### config.mk
export PLATFORM = sky130hd
export DESIGN_NAME = load_store_unit
export DESIGN_NICKNAME = d
export VERILOG_FILES = /design/src/rtl/lsu_pkg.sv /design/src/rtl/lsu_load_extract.sv /design/src/rtl/load_store_unit.sv
export SDC_FILE = /design/constraint.sdc
export NUM_CORES = 1
export LEC_CHECK = 0
export ABC_CLOCK_PERIOD_IN_PS = 3300
export CORE_MARGIN = 10
export CORE_UTILIZATION = 35
export CTS_BUF_LIST = sky130_fd_sc_hd__clkbuf_4 sky130_fd_sc_hd__clkbuf_8
export CTS_CLUSTER_DIAMETER = 40
export DETAILED_ROUTE_END_ITERATION = 10
export PLACE_DENSITY = 0.89
export SLEW_MARGIN = 20
export SYNTH_ARGS = -nofsm -noshare
export SYNTH_HDL_FRONTEND = slang
export SYNTH_SLANG_ARGS = --single-unit
### constraint.sdc
create_clock -name clk -period 3.3 [get_ports clk]
set_clock_uncertainty 0.2 [all_clocks]
set_input_delay 0.66 -clock clk [delete_from_list [all_inputs] [get_ports clk]]
set_output_delay 0.66 -clock clk [all_outputs]
set_load 0.03 [all_outputs]
### src/rtl/lsu_pkg.sv
// Shared load/store access-type encodings and classification helpers.
package lsu_pkg;

  localparam int XLEN = 32;

  localparam logic [3:0] MEM_NOP = 4'd0;
  localparam logic [3:0] LB      = 4'd1;
  localparam logic [3:0] LH      = 4'd2;
  localparam logic [3:0] LW      = 4'd3;
  localparam logic [3:0] LBU     = 4'd4;
  localparam logic [3:0] LHU     = 4'd5;
  localparam logic [3:0] SB      = 4'd6;
  localparam logic [3:0] SH      = 4'd7;
  localparam logic [3:0] SW      = 4'd8;

  function automatic logic is_load(input logic [3:0] t);
    return (t == LB) || (t == LH) || (t == LW) || (t == LBU) || (t == LHU);
  endfunction

  function automatic logic is_store(input logic [3:0] t);
    return (t == SB) || (t == SH) || (t == SW);
  endfunction

endpackage

### src/rtl/lsu_load_extract.sv
// Selects the addressed byte/halfword of the RAM word and sign/zero-extends it.
module lsu_load_extract
  import lsu_pkg::*;
(
  input  logic [3:0]      sl_type,
  input  logic [1:0]      off,
  input  logic            misalign,
  input  logic [XLEN-1:0] raw_word,
  output logic [XLEN-1:0] load_data
);

  logic [7:0]  byte_sel;
  logic [15:0] half_sel;

  always_comb begin
    byte_sel = 8'h00;
    case (off)
      2'd0: byte_sel = raw_word[7:0];
      2'd1: byte_sel = raw_word[15:8];
      2'd2: byte_sel = raw_word[23:16];
      2'd3: byte_sel = raw_word[31:24];
      default: byte_sel = 8'h00;
    endcase
  end

  assign half_sel = off[1] ? raw_word[31:16] : raw_word[15:0];

  // Misaligned loads return zero so a trapping instruction never writes junk.
  always_comb begin
    load_data = '0;
    if (!misalign) begin
      case (sl_type)
        LB:      load_data = {{24{byte_sel[7]}}, byte_sel};
        LBU:     load_data = {24'h000000, byte_sel};
        LH:      load_data = {{16{half_sel[15]}}, half_sel};
        LHU:     load_data = {16'h0000, half_sel};
        LW:      load_data = raw_word;
        default: load_data = '0;
      endcase
    end
  end

endmodule

### src/rtl/load_store_unit.sv
// RV32 memory-stage alignment unit: store lane steering, load extraction and
// a sticky capture of the first misaligned access address.
module load_store_unit
  import lsu_pkg::*;
(
  input  logic            clk,
  input  logic            rst_n,
  input  logic [3:0]      sl_type,
  input  logic [XLEN-1:0] addr,
  input  logic [XLEN-1:0] store_data_i,
  input  logic            dram_we,
  input  logic [XLEN-1:0] load_data_i,
  output logic [XLEN-1:0] load_data_o,
  output logic [XLEN-1:0] store_data_o,
  output logic [3:0]      wstrb,
  output logic            misalign_o,
  output logic            fault_valid_o,
  output logic [XLEN-1:0] fault_addr_o,
  input  logic            fault_clr_i
);

  logic [1:0] off;
  logic       misaligned;
  logic [3:0] lane_mask;

  assign off = addr[1:0];

  always_comb begin
    misaligned = 1'b0;
    case (sl_type)
      LH, LHU, SH: misaligned = off[0];
      LW, SW:      misaligned = (off != 2'd0);
      default:     misaligned = 1'b0;
    endcase
  end

  assign misalign_o = (is_load(sl_type) || is_store(sl_type)) && misaligned;

  lsu_load_extract u_load_extract (
    .sl_type   (sl_type),
    .off       (off),
    .misalign  (misalign_o),
    .raw_word  (load_data_i),
    .load_data (load_data_o)
  );

  // Data is still steered for a misaligned store; only the strobes are killed.
  always_comb begin
    store_data_o = '0;
    lane_mask    = 4'b0000;
    case (sl_type)
      SB: begin
        store_data_o = {24'h000000, store_data_i[7:0]} << {off, 3'b000};
        lane_mask    = 4'b0001 << off;
      end
      SH: begin
        store_data_o = {16'h0000, store_data_i[15:0]} << {off[1], 4'b0000};
        lane_mask    = 4'b0011 << off;
      end
      SW: begin
        store_data_o = store_data_i;
        lane_mask    = 4'b1111;
      end
      default: begin
        store_data_o = '0;
        lane_mask    = 4'b0000;
      end
    endcase
  end

  assign wstrb = (dram_we && !misalign_o) ? lane_mask : 4'b0000;

  // Clear wins over capture; only the first misaligned address is kept.
  always_ff @(posedge clk or negedge rst_n) begin
    if (!rst_n) begin
      fault_valid_o <= 1'b0;
      fault_addr_o  <= '0;
    end else if (fault_clr_i) begin
      fault_valid_o <= 1'b0;
    end else if (misalign_o && !fault_valid_o) begin
      fault_valid_o <= 1'b1;
      fault_addr_o  <= addr;
    end
  end

endmodule

==> metrics.csv <==
stage,metric,value,unit
timing,RSZ-0062 raised after global routing,false,
floorplanning,core footprint,7650,um2
timing,final worst path period need,3280,ps
logic_synthesis,post-synthesis sequential area ratio,0.302,
logic_synthesis,#FFs+latches synth,33,
power_and_ir_drop,clock share of power,0.185,
power_and_ir_drop,Pwr Density,388,nW/um2
finish,layout overhead on the synthesized area,100,%
placement,IO Port Bufs,205,
critical_path,slowest stage cell on the critical path,or3b_2,
clock_tree,CTS tree,yes,
finish,Final Instance Count excl. Fillers,649,
logic_synthesis,share of the synthesized area in the top cell type,0.302,
finish,n_diodes,0,
critical_path,CP startpoint kind,input port,
floorplanning,site row count,32,
finish,filler cell count,571,
logic_synthesis,ranking of synthesized cells by area,"dfrtp_1, mux2_1, mux2_2",
timing,fin worst setup slack,22.5,ps
timing,Final Cycle Share,0.993,
power_and_ir_drop,Internal,1320,uW
grt,antenna violations before repair,0,
placement,pre-CTS setup slack,-334,ps
critical_path,reg2reg path depth,3,
clock_tree,Max Root-Sink Buffers,2,
clock_tree,root buffer cell,clkbuf_8,
route,total wire length,12800,um
route,Starting DRT DRC Count,189,
critical_path,Buf/Inv on CP,3,
floorplanning,Die ar.,11700,um2
status,status,finished clean,
critical_path,CP Data Arrival Time,2420,ps
floorplanning,Initial Util,0.357,
critical_path,worst r2r src,fault_valid_o$_DFFE_PN0P_,
timing,Worst-Margin Slew,396,ps
timing,"Hold Vio Cnt, Final",0,
finish,multi-input combinational cell area,1890,um2
critical_path,CP cell instances,dlygate4sd2_1 > buf_4 > or3b_2 > o211ai_4 > nand3_1 > a31oi_2 > buf_12,
power_and_ir_drop,Comb pwr share,0.535,
floorplanning,Die Wd,108,um
placement,area post-placement,5160,um2
grt,largest net degree at the start of global routing,34,
timing,"Setup violations, final",0,
critical_path,end of the critical path,load_data_o[10],
clock_tree,H-tree depth,2,
critical_path,cell family with most CP delay,simple AND/OR/NAND/NOR gates,
critical_path,CP startpoint,addr[1],
finish,FF+latch area,826,um2
floorplanning,num ports,206,
logic_synthesis,Mapped Cells,304,
critical_path,crit end category,output port,
route,Antenna Nets Post-Route,0,
power_and_ir_drop,VDD IR max,230,uV
route,vias per cell,5.37,
route,routed vias,3484,
power_and_ir_drop,Sw Ratio,0.376,
clock_tree,Worst-Skew Late Latency,270,ps
critical_path,Worst path max stage delay,510,ps
floorplanning,Die Ht,108,um
critical_path,"Req. time, crit path",2440,ps
route,# DRC,0,
finish,# nets final,650,
critical_path,stages on the worst setup path,7,
placement,Detail Placement HPWL,10400,um
timing,Max Slew Vio Count,0,
power_and_ir_drop,Static Leak,0.00228,uW
logic_synthesis,"Distinct cells, synth",44,
grt,gr ovfl total,0,
critical_path,R2R Setup Slk,1730,ps
logic_synthesis,post-synthesis net count,408,
route,WL/cell,19.8,um
critical_path,Crit Path Max Fanout,9,
timing,Rel. slew slack,0.736,
grt,gr usage total,0.200,
clock_tree,CTS buffer count,5,
grt,first-pass GRT wire length,18900,um
logic_synthesis,synthesized area,2730,um2
timing,setup tns final,0,ps
hold_path,HP Class,register to register,
logic_synthesis,Synth warnings,0,
logic_synthesis,Post-Syn Area per Cell,8.98,um2
route,Detailed Routing Iterations Pass 1,4,
timing,Achievable Freq,305,MHz
power_and_ir_drop,part of the power in registers,0.280,
critical_path,RR Endpoint,fault_addr_o[6]$_DFFE_PN0P_,
placement,GP Congestion,0.868,
finish,share of cells above drive strength 1,0.344,
logic_synthesis,Synth area leader,dfrtp_1,
run,Max-Cap Viols,0,
grt,vias in the first global route,3640,
power_and_ir_drop,Psw,797,uW
clock_tree,# clock sinks,33,
clock_tree,Worst-path clk slew,70,ps
placement,Placed Instances,634,
finish,post-route cell area,5470,um2
critical_path,critical path class,input port to output port,
## kinds of logic (layout without fill, tap and decap cells)
logic type,after synthesis,after routing,share of synthesized area
compound gates,107,107,0.257
simple gates,83,83,0.177
mux,49,49,0.206
flops,33,33,0.302
buf+inv,31,274,0.0550
xor+xnor,1,1,0.00321
## through the flow
step,hold slack [ps],total power [uW],util
3_3_place_gp,267,1690,0.674
4_1_cts,290,2130,0.706
3_5_place_dp,276,1720,0.674
5_1_grt,310,2230,0.715
2_1_floorplan,164,1140,-
6_report,286,2120,0.715
## placed cells by master, fill, tap and decap left out, types with 6 or more instances in the layout
master and n:
nor2b_1 12, nand2_1 27, nand3_1 9, buf_4 106
a22o_1 17, clkdlybuf4s50_1 129, clkbuf_8 6, mux2_2 18
o21ai_1 9, a22oi_1 15, o21ai_0 15, buf_12 14
mux2_1 30, a21oi_1 25, dfrtp_1 33
## area by class of cell
| cell class | count | area share |
|---|---|---|
| clock buffer | 7 | 0.0165 |
| clock inverter | 1 | 0.00549 |
| inverter | 3 | 0.00206 |
| multi-input combinational | 240 | 0.346 |
| sequential | 33 | 0.151 |
| tap | 102 | 0.0233 |
| timing repair buffer | 263 | 0.456 |
## per-layer routing
layer  part of all wire  GRT usage  up-vias
li1                   -          -     1631
met1               0.40      0.226     1649
met2               0.48      0.342      179
met3               0.11     0.0779       25
met4              0.022     0.0603        0
met5                  0          0        -
## registers in the layout, summed over array words and instances (netlist names)
name / count
fault_addr_o: 32
fault_valid_o: 1
## power by group through the flow
stage                     registers [uW]  clock network [uW]  logic, uW
after CTS                            597                 400       1130
after detailed placement             604                   0       1120
after global routing                 609                 425       1200
final                                594                 391       1140
after global placement               594                   0       1100
after floorplan                      853                   0        283
## worst min path at each step
| stage | to | from | cells past startpoint | slack, ps |
|---|---|---|---|---|
| 3_5_place_dp | fault_addr_o[2]$_DFFE_PN0P_ | fault_addr_o[2]$_DFFE_PN0P_ | 1 | 280 |
| 3_3_place_gp | fault_addr_o[31]$_DFFE_PN0P_ | fault_addr_o[31]$_DFFE_PN0P_ | 1 | 270 |
| 5_1_grt | fault_addr_o[29]$_DFFE_PN0P_ | fault_addr_o[29]$_DFFE_PN0P_ | 1 | 310 |
| 6_report | fault_addr_o[27]$_DFFE_PN0P_ | fault_addr_o[27]$_DFFE_PN0P_ | 1 | 290 |
| 4_1_cts | fault_addr_o[2]$_DFFE_PN0P_ | fault_addr_o[2]$_DFFE_PN0P_ | 1 | 290 |
| 2_1_floorplan | fault_addr_o[0]$_DFFE_PN0P_ | rst_n | 0 | 160 |
## cell usage after synthesis, drive strengths merged
| library cell | instances |
|---|---|
| mux2 | 48 |
| dfrtp | 33 |
| a21oi | 30 |
| nand2 | 28 |
| o21ai | 27 |
| a22o | 17 |
| a22oi | 16 |
| clkbuf | 16 |
| nor2b | 15 |
| buf | 12 |
| nand3 | 10 |
| a31oi | 9 |
| nor3b | 5 |
| and3 | 3 |
| nand2b | 3 |
| nor4b | 3 |
| a21o | 2 |
| and3b | 2 |
| inv | 2 |
| nand3b | 2 |
| nor3 | 2 |
| or3 | 2 |
| or3b | 2 |
| a2111oi | 1 |
| a211oi | 1 |
| a221oi | 1 |
| a2bb2oi | 1 |
| a311o | 1 |
| and2 | 1 |
| clkinv | 1 |
| mux4 | 1 |
| nand4 | 1 |
| nor2 | 1 |
| nor4 | 1 |
| nor4bb | 1 |
| o211ai | 1 |
| or2 | 1 |
| xnor2 | 1 |
## timing repair
item | 4_1_cts | 5_1_grt
endpoints found under the setup margin | 69 | 59
hold buffers | 0 | 0
gates cloned | 1 | 1
resized for setup | 31 | 17
buffers inserted | 2 | 3
pin swaps | 4 | 3
(Power assumes the default switching activity.)
